$ cat src/rtl/div_unit_pkg.sv
// Shared types and constants for the execute-stage divide unit and its
// iterative unsigned core.
package div_unit_pkg;

    localparam int DIV_WIDTH = 32;
    localparam int DIV_ITERS = 32;

    typedef enum logic {
        DIVU = 1'b0,
        DIV  = 1'b1
    } div_op_t;

    typedef enum logic [1:0] {
        IDLE = 2'd0,
        CALC = 2'd1,
        FIX  = 2'd2,
        DONE = 2'd3
    } div_state_t;

    // Request as captured at acceptance: magnitudes feed the core, the sign
    // bits drive the fix-up, a_orig is the divide-by-zero remainder.
    typedef struct packed {
        div_op_t                op;
        logic [DIV_WIDTH-1:0]   a_mag;
        logic [DIV_WIDTH-1:0]   b_mag;
        logic                   sign_q;
        logic                   sign_r;
        logic [DIV_WIDTH-1:0]   a_orig;
    } div_req_t;

    function automatic logic [DIV_WIDTH-1:0] neg_mod(input logic [DIV_WIDTH-1:0] x);
        return -x;
    endfunction

endpackage

$ cat src/rtl/div_unit_udiv_core.sv
// Radix-2 restoring unsigned divider: one quotient bit per cycle, ITERS cycles.
// Operands must stay stable on a_i/b_i while busy_o is high.
module udiv_core #(
    parameter int WIDTH = 32,
    parameter int ITERS = 32
) (
    input  logic                 clk,
    input  logic                 resetn,
    input  logic                 start_i,
    input  logic                 kill_i,
    input  logic [WIDTH-1:0]     a_i,
    input  logic [WIDTH-1:0]     b_i,
    output logic                 busy_o,
    output logic                 done_o,
    output logic [2*WIDTH-1:0]   result_o
);

    localparam int CNT_W = $clog2(ITERS);

    logic [CNT_W-1:0] cnt_q, cnt_d, bit_idx;
    logic             busy_q, busy_d;
    logic [WIDTH-1:0] rem_q, rem_d, quo_q, quo_d;
    logic [WIDTH:0]   trial, diff;
    logic             fits, last;

    // Dividend bits are consumed MSB first straight from the held operand.
    assign bit_idx = CNT_W'(ITERS - 1) - cnt_q;
    assign trial   = {rem_q, a_i[bit_idx]};
    assign diff    = trial - {1'b0, b_i};
    assign fits    = ~diff[WIDTH];
    assign last    = (cnt_q == CNT_W'(ITERS - 1));

    always_comb begin
        // NOTE: every comb output gets a default first so no path infers a latch.
        cnt_d  = cnt_q;
        busy_d = busy_q;
        rem_d  = rem_q;
        quo_d  = quo_q;
        if (kill_i) begin
            busy_d = 1'b0;
        end else if (start_i) begin
            busy_d = 1'b1;
            cnt_d  = '0;
            rem_d  = '0;
            quo_d  = '0;
        end else if (busy_q) begin
            rem_d = fits ? diff[WIDTH-1:0] : trial[WIDTH-1:0];
            quo_d = {quo_q[WIDTH-2:0], fits};
            cnt_d = cnt_q + CNT_W'(1);
            if (last) busy_d = 1'b0;
        end
    end

    always_ff @(posedge clk or negedge resetn) begin
        // NOTE: sequential state uses non-blocking assignments only.
        if (!resetn) begin
            cnt_q  <= '0;
            busy_q <= 1'b0;
            rem_q  <= '0;
            quo_q  <= '0;
        end else begin
            cnt_q  <= cnt_d;
            busy_q <= busy_d;
            rem_q  <= rem_d;
            quo_q  <= quo_d;
        end
    end

    // done_o marks the cycle whose closing edge writes the final quotient bit.
    assign busy_o   = busy_q;
    assign done_o   = busy_q & last;
    assign result_o = {rem_q, quo_q};

endmodule

$ cat src/rtl/div_unit.sv
// Execute-stage DIV/DIVU wrapper: sign handling, divide-by-zero fast path,
// valid/ready result port and flush around the iterative unsigned core.
module div_unit
    import div_unit_pkg::*;
#(
    parameter int WIDTH = DIV_WIDTH  // the request struct is sized by DIV_WIDTH
) (
    input  logic               clk,
    input  logic               resetn,
    input  logic               flush,
    input  logic               req_valid,
    output logic               req_ready,
    input  logic               req_signed,
    input  logic [WIDTH-1:0]   req_a,
    input  logic [WIDTH-1:0]   req_b,
    output logic               resp_valid,
    input  logic               resp_ready,
    output logic [WIDTH-1:0]   resp_hi,
    output logic [WIDTH-1:0]   resp_lo
);

    div_state_t       state_q, state_d;
    div_req_t         req_q, req_d;
    logic [WIDTH-1:0] res_hi_q, res_hi_d, res_lo_q, res_lo_d;
    logic             accept, b_zero, a_neg, b_neg, zero_path;
    logic             core_start, core_busy, core_done;
    logic [2*WIDTH-1:0] core_result;
    logic [WIDTH-1:0] core_rem, core_quo;

    assign accept     = req_valid & req_ready;
    assign b_zero     = (req_b == '0);
    assign core_start = accept & ~b_zero;
    assign core_rem   = core_result[2*WIDTH-1:WIDTH];
    assign core_quo   = core_result[WIDTH-1:0];

    always_comb begin
        a_neg        = req_signed & req_a[WIDTH-1];
        b_neg        = req_signed & req_b[WIDTH-1];
        req_d.op     = req_signed ? DIV : DIVU;
        req_d.a_mag  = a_neg ? neg_mod(req_a) : req_a;
        req_d.b_mag  = b_neg ? neg_mod(req_b) : req_b;
        req_d.sign_q = a_neg ^ b_neg;
        req_d.sign_r = a_neg;
        req_d.a_orig = req_a;
    end

    udiv_core #(
        .WIDTH (WIDTH),
        .ITERS (DIV_ITERS)
    ) u_core (
        .clk      (clk),
        .resetn   (resetn),
        .start_i  (core_start),
        .kill_i   (flush),
        .a_i      (req_q.a_mag),
        .b_i      (req_q.b_mag),
        .busy_o   (core_busy),
        .done_o   (core_done),
        .result_o (core_result)
    );

    always_ff @(posedge clk or negedge resetn) begin
        if (!resetn) state_q <= IDLE;
        else         state_q <= state_d;
    end

    always_comb begin
        state_d = state_q;
        if (flush) begin
            state_d = IDLE;
        end else begin
            unique case (state_q)
                IDLE: if (accept)     state_d = b_zero ? DONE : CALC;
                CALC: if (core_done)  state_d = FIX;
                FIX:                  state_d = DONE;
                DONE: if (resp_ready) state_d = IDLE;
                default:              state_d = IDLE;
            endcase
        end
    end

    // Fix-up: quotient/remainder signs restored with modulo negation, so
    // MIN / -1 wraps to MIN with a zero remainder on its own.
    always_comb begin
        res_hi_d = res_hi_q;
        res_lo_d = res_lo_q;
        if (state_q == FIX) begin
            res_lo_d = (req_q.op == DIV && req_q.sign_q) ? neg_mod(core_quo) : core_quo;
            res_hi_d = (req_q.op == DIV && req_q.sign_r) ? neg_mod(core_rem) : core_rem;
        end
    end

    always_ff @(posedge clk or negedge resetn) begin
        if (!resetn) begin
            req_q    <= '0;
            res_hi_q <= '0;
            res_lo_q <= '0;
        end else begin
            if (accept) req_q <= req_d;
            res_hi_q <= res_hi_d;
            res_lo_q <= res_lo_d;
        end
    end

    // A divide-by-zero result is served from the captured request itself.
    always_comb begin
        req_ready  = (state_q == IDLE) & ~flush & ~core_busy;
        resp_valid = (state_q == DONE);
        zero_path  = resp_valid & (req_q.b_mag == '0);
        resp_hi    = zero_path ? req_q.a_orig : res_hi_q;
        resp_lo    = zero_path ? '1 : res_lo_q;
    end

endmodule

$ cat config.mk
export PLATFORM = sky130hd
export DESIGN_NAME = div_unit
export DESIGN_NICKNAME = d
export VERILOG_FILES = /design/src/rtl/div_unit_pkg.sv /design/src/rtl/div_unit_udiv_core.sv /design/src/rtl/div_unit.sv
export SDC_FILE = /design/constraint.sdc
export NUM_CORES = 1
export LEC_CHECK = 0
export BUFFER_PORTS_ARGS = -buffer_cell sky130_fd_sc_hd__buf_2
export CAP_MARGIN = 20
export CORE_AREA = 8 8 177 179
export DETAILED_ROUTE_END_ITERATION = 12
export DIE_AREA = 0 0 185 187
export MAX_ROUTING_LAYER = met4
export PLACE_DENSITY = 0.68
export SETUP_SLACK_MARGIN = 0.15
export SLEW_MARGIN = 20
export SYNTH_ARGS = -nofsm -noshare
export SYNTH_HDL_FRONTEND = slang
export SYNTH_SLANG_ARGS = --single-unit
$ cat constraint.sdc
create_clock -name clk -period 11 [get_ports clk]
set_clock_uncertainty 0.15 [all_clocks]
set_input_delay 2.2 -clock clk [delete_from_list [all_inputs] [get_ports clk]]
set_output_delay 2.2 -clock clk [all_outputs]
set_load 0.005 [all_outputs]
==> impl_metrics.toml, run 1 <==
[layout]
num_antenna_cells = 0
seqCellArea_mm2 = 0.00586
area_growth_pct = 13.4
nets = 1799
layout-drive-gt1-share_pct = 16.9
multi_input_area_mm2 = 0.00763
nFillCells = 2637

[critical_path]
cp-end-kind = "output pin"
worstSetupPathType = "flop to output pin"
cp.arrival_ns = 3.09
cpMaxStageDelayCell = "buf_4"
cp_data_required_time_ns = 8.65
crit_chain = "ha_1 > nor4b_1 > nand4_1 > nor3_2 > buf_4 > mux2_2 > buf_2"
max_stage_delay_ns = 0.58
crit_path_start_kind = "flop"
cp_max_fo = 64

[route]
routed-via-count = 11700
dr.pass1.iters = 5
drt_iter0_drc = 878
vias_per_cell = 5.59
wl_per_cell_um = 16.8
wl_mm = 35.1
route.detailed.drc = 0
ant_nets = 0

[pwr]
p_clk_share_pct = 23.6
power_switching_mw = 1.57
comb_power_share_pct = 40.9
p_seq_share_pct = 35.5
powerDensity_mw_per_mm2 = 257
leakage_nw = 7.34
ir_drop_mv = 0.122
p_int_mw = 2.50
p_sw_share_pct = 38.6

[synthesis]
avgSynthCellArea_um2 = 8.79
synthesis.nets = 1709
synth_top_cell_by_area = "dfrtp_1"
synth_top_family_by_area = "simple AND/OR/NAND/NOR gates"
synth_seq_cells = 234
synth_mux_area_share_pct = 4.59
syn_inst = 1596
ys_seq_area_share_pct = 41.8
synth_top_area_share_pct = 41.8
yosys_warnings = 0
ys_top_cells_by_count = "nand2_1 (258), dfrtp_1 (234), a21oi_1 (127)"
yosysUniqueCellTypes = 69
synth-compound-area-share_pct = 17.2
syn_area_mm2 = 0.0140
synth-edff-count = 0
synth_ff_type = "dfrtp_1"
yosys.area_share.simple_pct = 19.3
synthTopCellsByArea = "dfrtp_1 (42%), nand2_1 (6.9%), xor2_1 (4.7%), a21oi_1 (4.5%), xnor2_1 (4.5%)"
synth_fa_ha_area_share_pct = 3.89
synth_xor_area_share_pct = 9.18
synth_most_common_cell = "nand2_1"
async_reset_ff_share_pct = 100

[floorplanning]
die_height_um = 187
start_util_pct = 49.4
coreArea_mm2 = 0.0284
dieArea_mm2 = 0.0346
row_count = 62
die_w_um = 185
ios = 136

[timing]
hold_viol = 0
hold-worst-slack_ns = 0.319
slew_violations = 0
finalSetupViolCount = 0
period_needed_ns = 5.44
tightest_slew_ns = 0.987
timing.slew.headroom_pct = 34.2
rsz0062_at_grt = "no"
min_period_over_period_pct = 49.5
setup_tns_ns = 0
fmax_ghz = 0.184

[clock_network]
ctsResizeCount = 0
root_buffer = "clkbuf_16"
cts_tree = "yes"
path_clk_slew_ns = 0.06
postCtsSetupBuffers = 0
hold_buffers = 0
cts_buffer_depth = 3
cts_buffers = 26
clock_sinks = 234
insertion_delay_ns = 0.53
cts_htree_levels = 1

[global_route]
antenna_found_initial = 0
grt_pass1_vias = 11200
grt_overflow = 0
grtUsageTotal_pct = 20.6
grt_pass1_wl_mm = 57.8
grt_max_degree = 118

[placement]
gp_congestion = 0.880
place_hpwl_mm = 25.5
port_buffers = 135

[outcome]
outcome = "finished clean"

[flow_run]
drv_cap = 0

[hold_path]
hp-class = "flop to flop"
## power groups by stage
stage               registers (mW)  logic, mW  clock network (mW)
floorplan                     1.34       1.25                   0
global placement              1.45       1.64                   0
detailed placement            1.45       1.67                   0
CTS                           1.44       1.68               0.979
global route                  1.49       1.89                1.01
finish                        1.45       1.67               0.963
## registers in the layout, indices dropped and copies added, names as in the netlist
| name | count |
|---|---|
| u_core.rem_q | 32 |
| res_hi_q | 32 |
| res_lo_q | 32 |
| req_q | 98 |
| state_q | 2 |
| u_core.busy_o | 1 |
| u_core.quo_q | 32 |
| u_core.cnt_q | 5 |
## stage by stage
stage | setup slack (ns) | instances | utilization, % | power, mW | area [um^2]
floorplan | 6.17 | 1596 | - | 2.60 | 14000
global placement | 5.44 | 2042 | 52.6 | 3.08 | 14900
detailed placement | 5.25 | 2042 | 52.6 | 3.12 | 14900
CTS | 5.59 | 2090 | 56.0 | 4.10 | 15900
global route | 5.26 | 2090 | 56.0 | 4.40 | 15900
finish | 5.56 | 2090 | 56.0 | 4.08 | 15900
## cell families (layout without fill, tap and decap cells)
group,Yosys count,count (layout)
AO/OA/AOI/OAI,390,390
buffers and inverters,139,249
adder cells (fa/ha/maj),43,43
XOR/XNOR,147,147
multiplexers,54,54
AND/OR/NAND/NOR,589,589
flip-flops,234,234
## critical path, delay by kind of cell (launching register included)
family	cells	cell delay, ns
buffers and inverters	2	0.72
and+or+nand+nor	3	0.61
muxes	1	0.45
DFF	1	0.42
adders and majority gates	1	0.33
## layer usage
layer | wire, um | GRT usage, % | vias to the layer above
li1 | - | - | 5744
met1 | 16900 | 29.4 | 5606
met2 | 15600 | 31.3 | 288
met3 | 2090 | 2.51 | 39
met4 | 533 | 4.19 | 0
met5 | 0 | - | -
## path summary, 6_finish.rpt
kind	from	end	slack [ns]	cells after the start
max	state_q[1]	resp_hi[31]	5.56	7
min	req_q[17]	req_q[17]	0.32	2
max reg2reg	u_core.cnt_q[0]	u_core.rem_q[0]	5.66	17
min reg2reg	req_q[17]	req_q[17]	0.32	2
max in group asynchronous	resetn	res_hi_q[7]	7.76	2
min in group asynchronous	resetn	req_q[6]	1.54	1
## layout make-up
type,count,area share (%)
timing repair buffer,146,4.83
clock inverter,15,1.45
multi-input combinational,1223,48.0
clock buffer,33,4.58
tap,384,3.02
sequential,234,36.8
inverter,55,1.30
## placed cells by master (no fill, tap or decap), types with 4 or more instances in the layout
master     netlist  layout
nand2_1        258     257
dfrtp_1        234     234
buf_2            2     134
a21oi_1        127     127
o21ai_0        123     123
nor2_1         117     117
xor2_1          75      74
xnor2_1         72      72
inv_1           55      55
nand3_1         49      49
mux2_2          42      42
ha_1            42      41
or2_2           35      35
a22o_1          31      31
nor3_1          29      28
clkbuf_16        0      27
nor4_1          20      20
nand2b_1        18      18
o31ai_1         17      17
o311ai_0        16      16
buf_4            5      11
and2_1          10      10
or3_1           10      10
o41ai_1          9       9
a32oi_1          9       9
mux2i_1          8       8
nand4_1          8       8
o21a_1           8       8
and3_1           7       7
nor2b_1          8       7
a31oi_1          7       7
a21o_1           8       7
clkinv_2         0       7
a211oi_1         6       6
bufinv_16        0       6
o22ai_1          5       5
o221ai_1         4       4
mux4_2           4       4
(Power assumes the default switching activity.)
==> inputs of run 2 (changes only) <==
--- a/config.mk
+++ b/config.mk
@@ -11,7 +11,7 @@
 export DETAILED_ROUTE_END_ITERATION = 12
 export DIE_AREA = 0 0 185 187
 export MAX_ROUTING_LAYER = met4
-export PLACE_DENSITY = 0.68
+export PLACE_DENSITY = 0.71
 export SETUP_SLACK_MARGIN = 0.15
 export SLEW_MARGIN = 20
 export SYNTH_ARGS = -nofsm -noshare
==> constraint.sdc (replaced) <==
create_clock -name clk -period 4.51 [get_ports clk]
set_clock_uncertainty 0.15 [all_clocks]
set_input_delay 0.902 -clock clk [delete_from_list [all_inputs] [get_ports clk]]
set_output_delay 0.902 -clock clk [all_outputs]
set_load 0.005 [all_outputs]
==> impl_metrics.toml, run 2 (synthesis gave the netlist of run 1 again) <==
[route]
vias_per_cell = 5.62
wl_mm = 36.0
ant_nets = 0
wl_per_cell_um = 17.1
drt_iter0_drc = 1033
routed-via-count = 11800
route.detailed.drc = 0
dr.pass1.iters = 5

[clock_network]
root_buffer = "clkbuf_16"
clock_sinks = 234
cts_buffer_depth = 3
hold_buffers = 0
path_clk_slew_ns = 0.06
cts_htree_levels = 1
insertion_delay_ns = 0.52
cts_tree = "yes"
cts_buffers = 26

[flow_run]
drv_cap = 0

[floorplanning]
die_w_um = 185
die_height_um = 187
row_count = 62
dieArea_mm2 = 0.0346
coreArea_mm2 = 0.0284
start_util_pct = 49.4
ios = 136

[layout]
mostFrequentLayoutCell = "nand2_1"
mostFrequentLayoutCells = "nand2_1 (257), dfrtp_1 (234), buf_2 (134)"
num_antenna_cells = 0
seqCellArea_mm2 = 0.00586
multi_input_area_mm2 = 0.00769
area_growth_pct = 14.6
nets = 1816
nFillCells = 2568
layout-drive-gt1-share_pct = 17.7
largest_register_ff_count = 98
top_register = "req_q"

[pwr]
ir_drop_mv = 0.352
leakage_nw = 7.44
powerDensity_mw_per_mm2 = 619

[global_route]
antenna_found_initial = 0
grtUsageTotal_pct = 21.0
grt_overflow = 0
grt_pass1_wl_mm = 58.9
grt_pass1_vias = 11500
grt_max_degree = 133

[timing]
slew_violations = 0
finalSetupViolCount = 0
hold_viol = 0
period_needed_ns = 4.17
timing.slew.headroom_pct = 42.8
worst_slack_ns = 0.340
fmax_ghz = 0.240
rsz0062_at_grt = "no"
setup_tns_ns = 0
tightest_slew_ns = 0.856
min_period_over_period_pct = 92.5

[outcome]
outcome = "finished clean"

[critical_path]
cp-end-kind = "flop"
worstSetupPathType = "flop to flop"
cp_data_required_time_ns = 4.76
cp.arrival_ns = 4.42
cp_max_fo = 20
crit_path_start_kind = "flop"

[placement]
place_hpwl_mm = 26.1
post-place-ws_ns = -0.0971
gp_congestion = 0.917
port_buffers = 135

[hold_path]
hp-class = "primary input to asynchronous set/reset pin"
run 2: final cells by class:
type / instances / area share, %
Clock buffer: 44 / 5.04
Tap cell: 384 / 2.99
Sequential cell: 234 / 36.4
Clock inverter: 2 / 0.218
Multi-Input combinational cell: 1223 / 47.8
Inverter: 55 / 1.28
Timing Repair Buffer: 163 / 6.24
run 2: worst paths after layout:
path | start | to | slack, ns | cells past startpoint
max in group asynchronous | resetn | req_q[65] | 3.01 | 3
worst max-delay path | u_core.cnt_q[0] | u_core.rem_q[15] | 0.34 | 19
worst max register to register | u_core.cnt_q[0] | u_core.rem_q[15] | 0.34 | 19
min in group clk | req_q[20] | req_q[20] | 0.32 | 2
worst min-delay path | resetn | req_q[67] | 0.08 | 1
worst min register to register | req_q[20] | req_q[20] | 0.32 | 2
run 2: through the flow:
stage / utilization [%] / instance area [um^2] / power [mW] / std cells / hold WS (ns)
floorplan: - / 14000 / 6.34 / 1596 / 0.290
global placement: 53.2 / 15100 / 7.66 / 2054 / 0.302
detailed placement: 53.2 / 15100 / 7.76 / 2054 / 0.312
CTS: 56.3 / 16000 / 9.92 / 2100 / 0.325
global route: 56.6 / 16100 / 10.7 / 2105 / 0.0810
finish: 56.6 / 16100 / 9.95 / 2105 / 0.0804
run 2: per-layer routing:
| layer | up-vias | part of all wire (%) | global-route usage [%] |
|---|---|---|---|
| li1 | 5786 | - | - |
| met5 | - | 0 | - |
| met2 | 342 | 45 | 32.0 |
| met4 | 0 | 1.6 | 4.13 |
| met1 | 5650 | 47 | 29.8 |
| met3 | 44 | 5.9 | 2.54 |
run 2: repair_timing:
| action | 4_1_cts | 5_1_grt |
|---|---|---|
| pin swaps | 1 | 2 |
| endpoints found under the setup margin | 33 | 29 |
| gates resized for setup | 8 | 11 |
| hold endpoints to repair | 0 | 0 |
| setup buffers | 0 | 4 |
run 2: where the power goes:
part | internal [mW] | switching (mW) | total, mW
sequential | 2.90 | 0.616 | 3.51
clock | 1.26 | 0.824 | 2.09
combinational | 1.88 | 2.46 | 4.35
total | 6.05 | 3.90 | 9.95
run 2: critical path, cell delays in order, from the launching register on:
cell and delay, ns:
dfrtp_1 0.40, buf_12 0.17, mux4_2 0.50, o22ai_1 0.19, a21oi_1 0.07, a21oi_1 0.17
buf_4 0.15, ha_1 0.17, inv_1 0.06, fa_2 0.36, a21oi_2 0.16, nor2_1 0.08
o21ai_2 0.15, a21oi_2 0.11, o21a_2 0.26, o22ai_4 0.16, xor2_2 0.12, buf_12 0.16
buf_12 0.15, o311ai_0 0.29
==> inputs of run 3 (changes only) <==
==> constraint.sdc (replaced) <==
create_clock -name clk -period 4.51 [get_ports clk]
set_clock_uncertainty 0.15 [all_clocks]
set_input_delay 0.2255 -clock clk [delete_from_list [all_inputs] [get_ports clk]]
set_output_delay 0.2255 -clock clk [all_outputs]
set_load 0.005 [all_outputs]
==> impl_metrics.toml, run 3 (synthesis gave the netlist of run 1 again) <==
[outcome]
outcome = "finished clean"

[route]
wl_per_cell_um = 17.5
drt_iter0_drc = 861
routed-via-count = 12100
dr.pass1.iters = 5
vias_per_cell = 5.55
route.detailed.drc = 0
wl_mm = 38.1
ant_nets = 0

[hold_path]
min_to = "state_q[1]"
whs_path_depth = 4
hp-class = "primary input to flop"
worstHoldStart = "resp_ready"

[critical_path]
worstSetupPathType = "flop to flop"
crit_path_start_kind = "flop"
cp.arrival_ns = 4.43
worstRegToRegCells = 19
reg2reg_to = "u_core.rem_q[11]"
cp_max_fo = 8
max_stage_delay_ns = 0.51
cp_data_required_time_ns = 4.72
cp-end-kind = "flop"
crit_chain = "buf_6 > mux4_2 > o22ai_2 > a211oi_1 > a21oi_2 > buf_4 > ha_4 > inv_2 > fa_2 > a21oi_2 > nor2_2 > o21ai_2 > a21oi_2 > o21a_1 > o22ai_1 > buf_4 > xor2_4 > buf_4 > o311ai_0"
cpMaxStageDelayCell = "mux4_2"
reg2reg_slack_ns = 0.29
reg2reg_from = "u_core.cnt_q[0]"

[placement]
dp_cells = 2056
place_area_mm2 = 0.0151
port_buffers = 135
place_hpwl_mm = 26.6
gp_congestion = 0.953

[layout]
layout-drive-gt1-share_pct = 18.2
num_antenna_cells = 0
mostFrequentLayoutCell = "nand2_1"
nets = 1889
fin_util_pct = 59.6
fin_area_mm2 = 0.0169
top_register = "req_q"
mostFrequentLayoutCells = "nand2_1 (256), dfrtp_1 (233), buf_2 (135)"
largest_register_ff_count = 98
area_growth_pct = 20.7
finalNonFillerCells = 2179

[global_route]
antenna_found_initial = 0
grt_overflow = 0
grt_pass1_wl_mm = 62.6
grt_pass1_vias = 12100
grt_max_degree = 120
grtUsageTotal_pct = 22.4

[clock_network]
path_clk_slew_ns = 0.06
root_buffer = "clkbuf_16"
clock_sinks = 234
cts_htree_levels = 1
cts_tree = "yes"
cts_buffers = 27
cts_buffer_depth = 3
insertion_delay_ns = 0.54

[floorplanning]
row_count = 62
dieArea_mm2 = 0.0346
ios = 136
die_height_um = 187
start_util_pct = 49.4
coreArea_mm2 = 0.0284
die_w_um = 185

[timing]
slew_violations = 0
period_needed_ns = 4.22
min_period_over_period_pct = 93.6
finalSetupViolCount = 0
fmax_ghz = 0.237
tightest_slew_ns = 1.03
rsz0062_at_grt = "yes"
timing.slew.headroom_pct = 31.2
hold_viol = 0

[pwr]
powerDensity_mw_per_mm2 = 615
leakage_nw = 7.78
ir_drop_mv = 0.303

[flow_run]
drv_cap = 0
==> run 3: how the worst max path moves through the flow <==
stage / from / endpoint / slack, ns / cells after the start
floorplan: u_core.cnt_q[0] / u_core.rem_q[25] / 0.23 / 20
detailed placement: u_core.cnt_q[0] / u_core.rem_q[11] / -0.01 / 20
global placement: u_core.cnt_q[0] / u_core.rem_q[5] / 0.09 / 20
finish: u_core.cnt_q[0] / u_core.rem_q[11] / 0.29 / 19
CTS: u_core.cnt_q[0] / u_core.rem_q[27] / 0.16 / 20
global route: u_core.cnt_q[0] / u_core.rem_q[13] / 0.1 / 20
==> run 3: per-stage QoR <==
stage	hold WS (ns)	total power, mW	setup WS, ns	TNS [ns]
after floorplan	-0.220	6.34	0.234	0
after global placement	0.226	7.68	0.0859	0
after detailed placement	0.235	7.76	-0.00971	-0.0141
after CTS	0.0161	10.3	0.164	0
after global routing	0.0547	11.2	0.0998	0
final	0.0319	10.4	0.291	0
==> run 3: power breakdown <==
| part | leakage [nW] | switching, mW | internal [mW] | total (mW) |
|---|---|---|---|---|
| clock | 0.486 | 0.888 | 1.55 | 2.43 |
| combinational | 4.30 | 2.52 | 1.94 | 4.45 |
| sequential | 3.00 | 0.632 | 2.90 | 3.53 |
==> run 3: routing by layer <==
| layer | share of wire, % | GRT usage (%) |
|---|---|---|
| met2 | 46 | 35.0 |
| met5 | 0 | - |
| met1 | 45 | 29.9 |
| met3 | 6.7 | 4.20 |
| met4 | 1.9 | 4.74 |
==> run 3: what timing repair did <==
| action | 4_1_cts | 5_1_grt |
|---|---|---|
| gates resized for setup | 8 | 35 |
| hold buffers | 69 | 0 |
| pin swaps | 0 | 14 |
| endpoints found under the hold margin | 217 | 0 |
| gates cloned | 1 | 3 |
| buffers inserted | 0 | 2 |
| setup endpoints to repair | 32 | 32 |
==> run 3: cell type report <==
class,instances,area (um^2)
clock buffers,33,728
clock inverters,15,264
fillers,2490,11500
inverters,55,206
multi-input cells,1223,7750
flip-flops and latches,234,5860
well taps,384,480
repair buffers,235,1640
==> run 3: critical path, delay by kind of cell, from the launching register on <==
family	cells	cell delay [ns]
AOI/OAI and AO/OA	9	1.31
buffers and inverters	5	0.77
adders and majority gates	2	0.52
muxes	1	0.51
DFF	1	0.37
xor gates and xnor gates	1	0.32
and+or+nand+nor	1	0.07
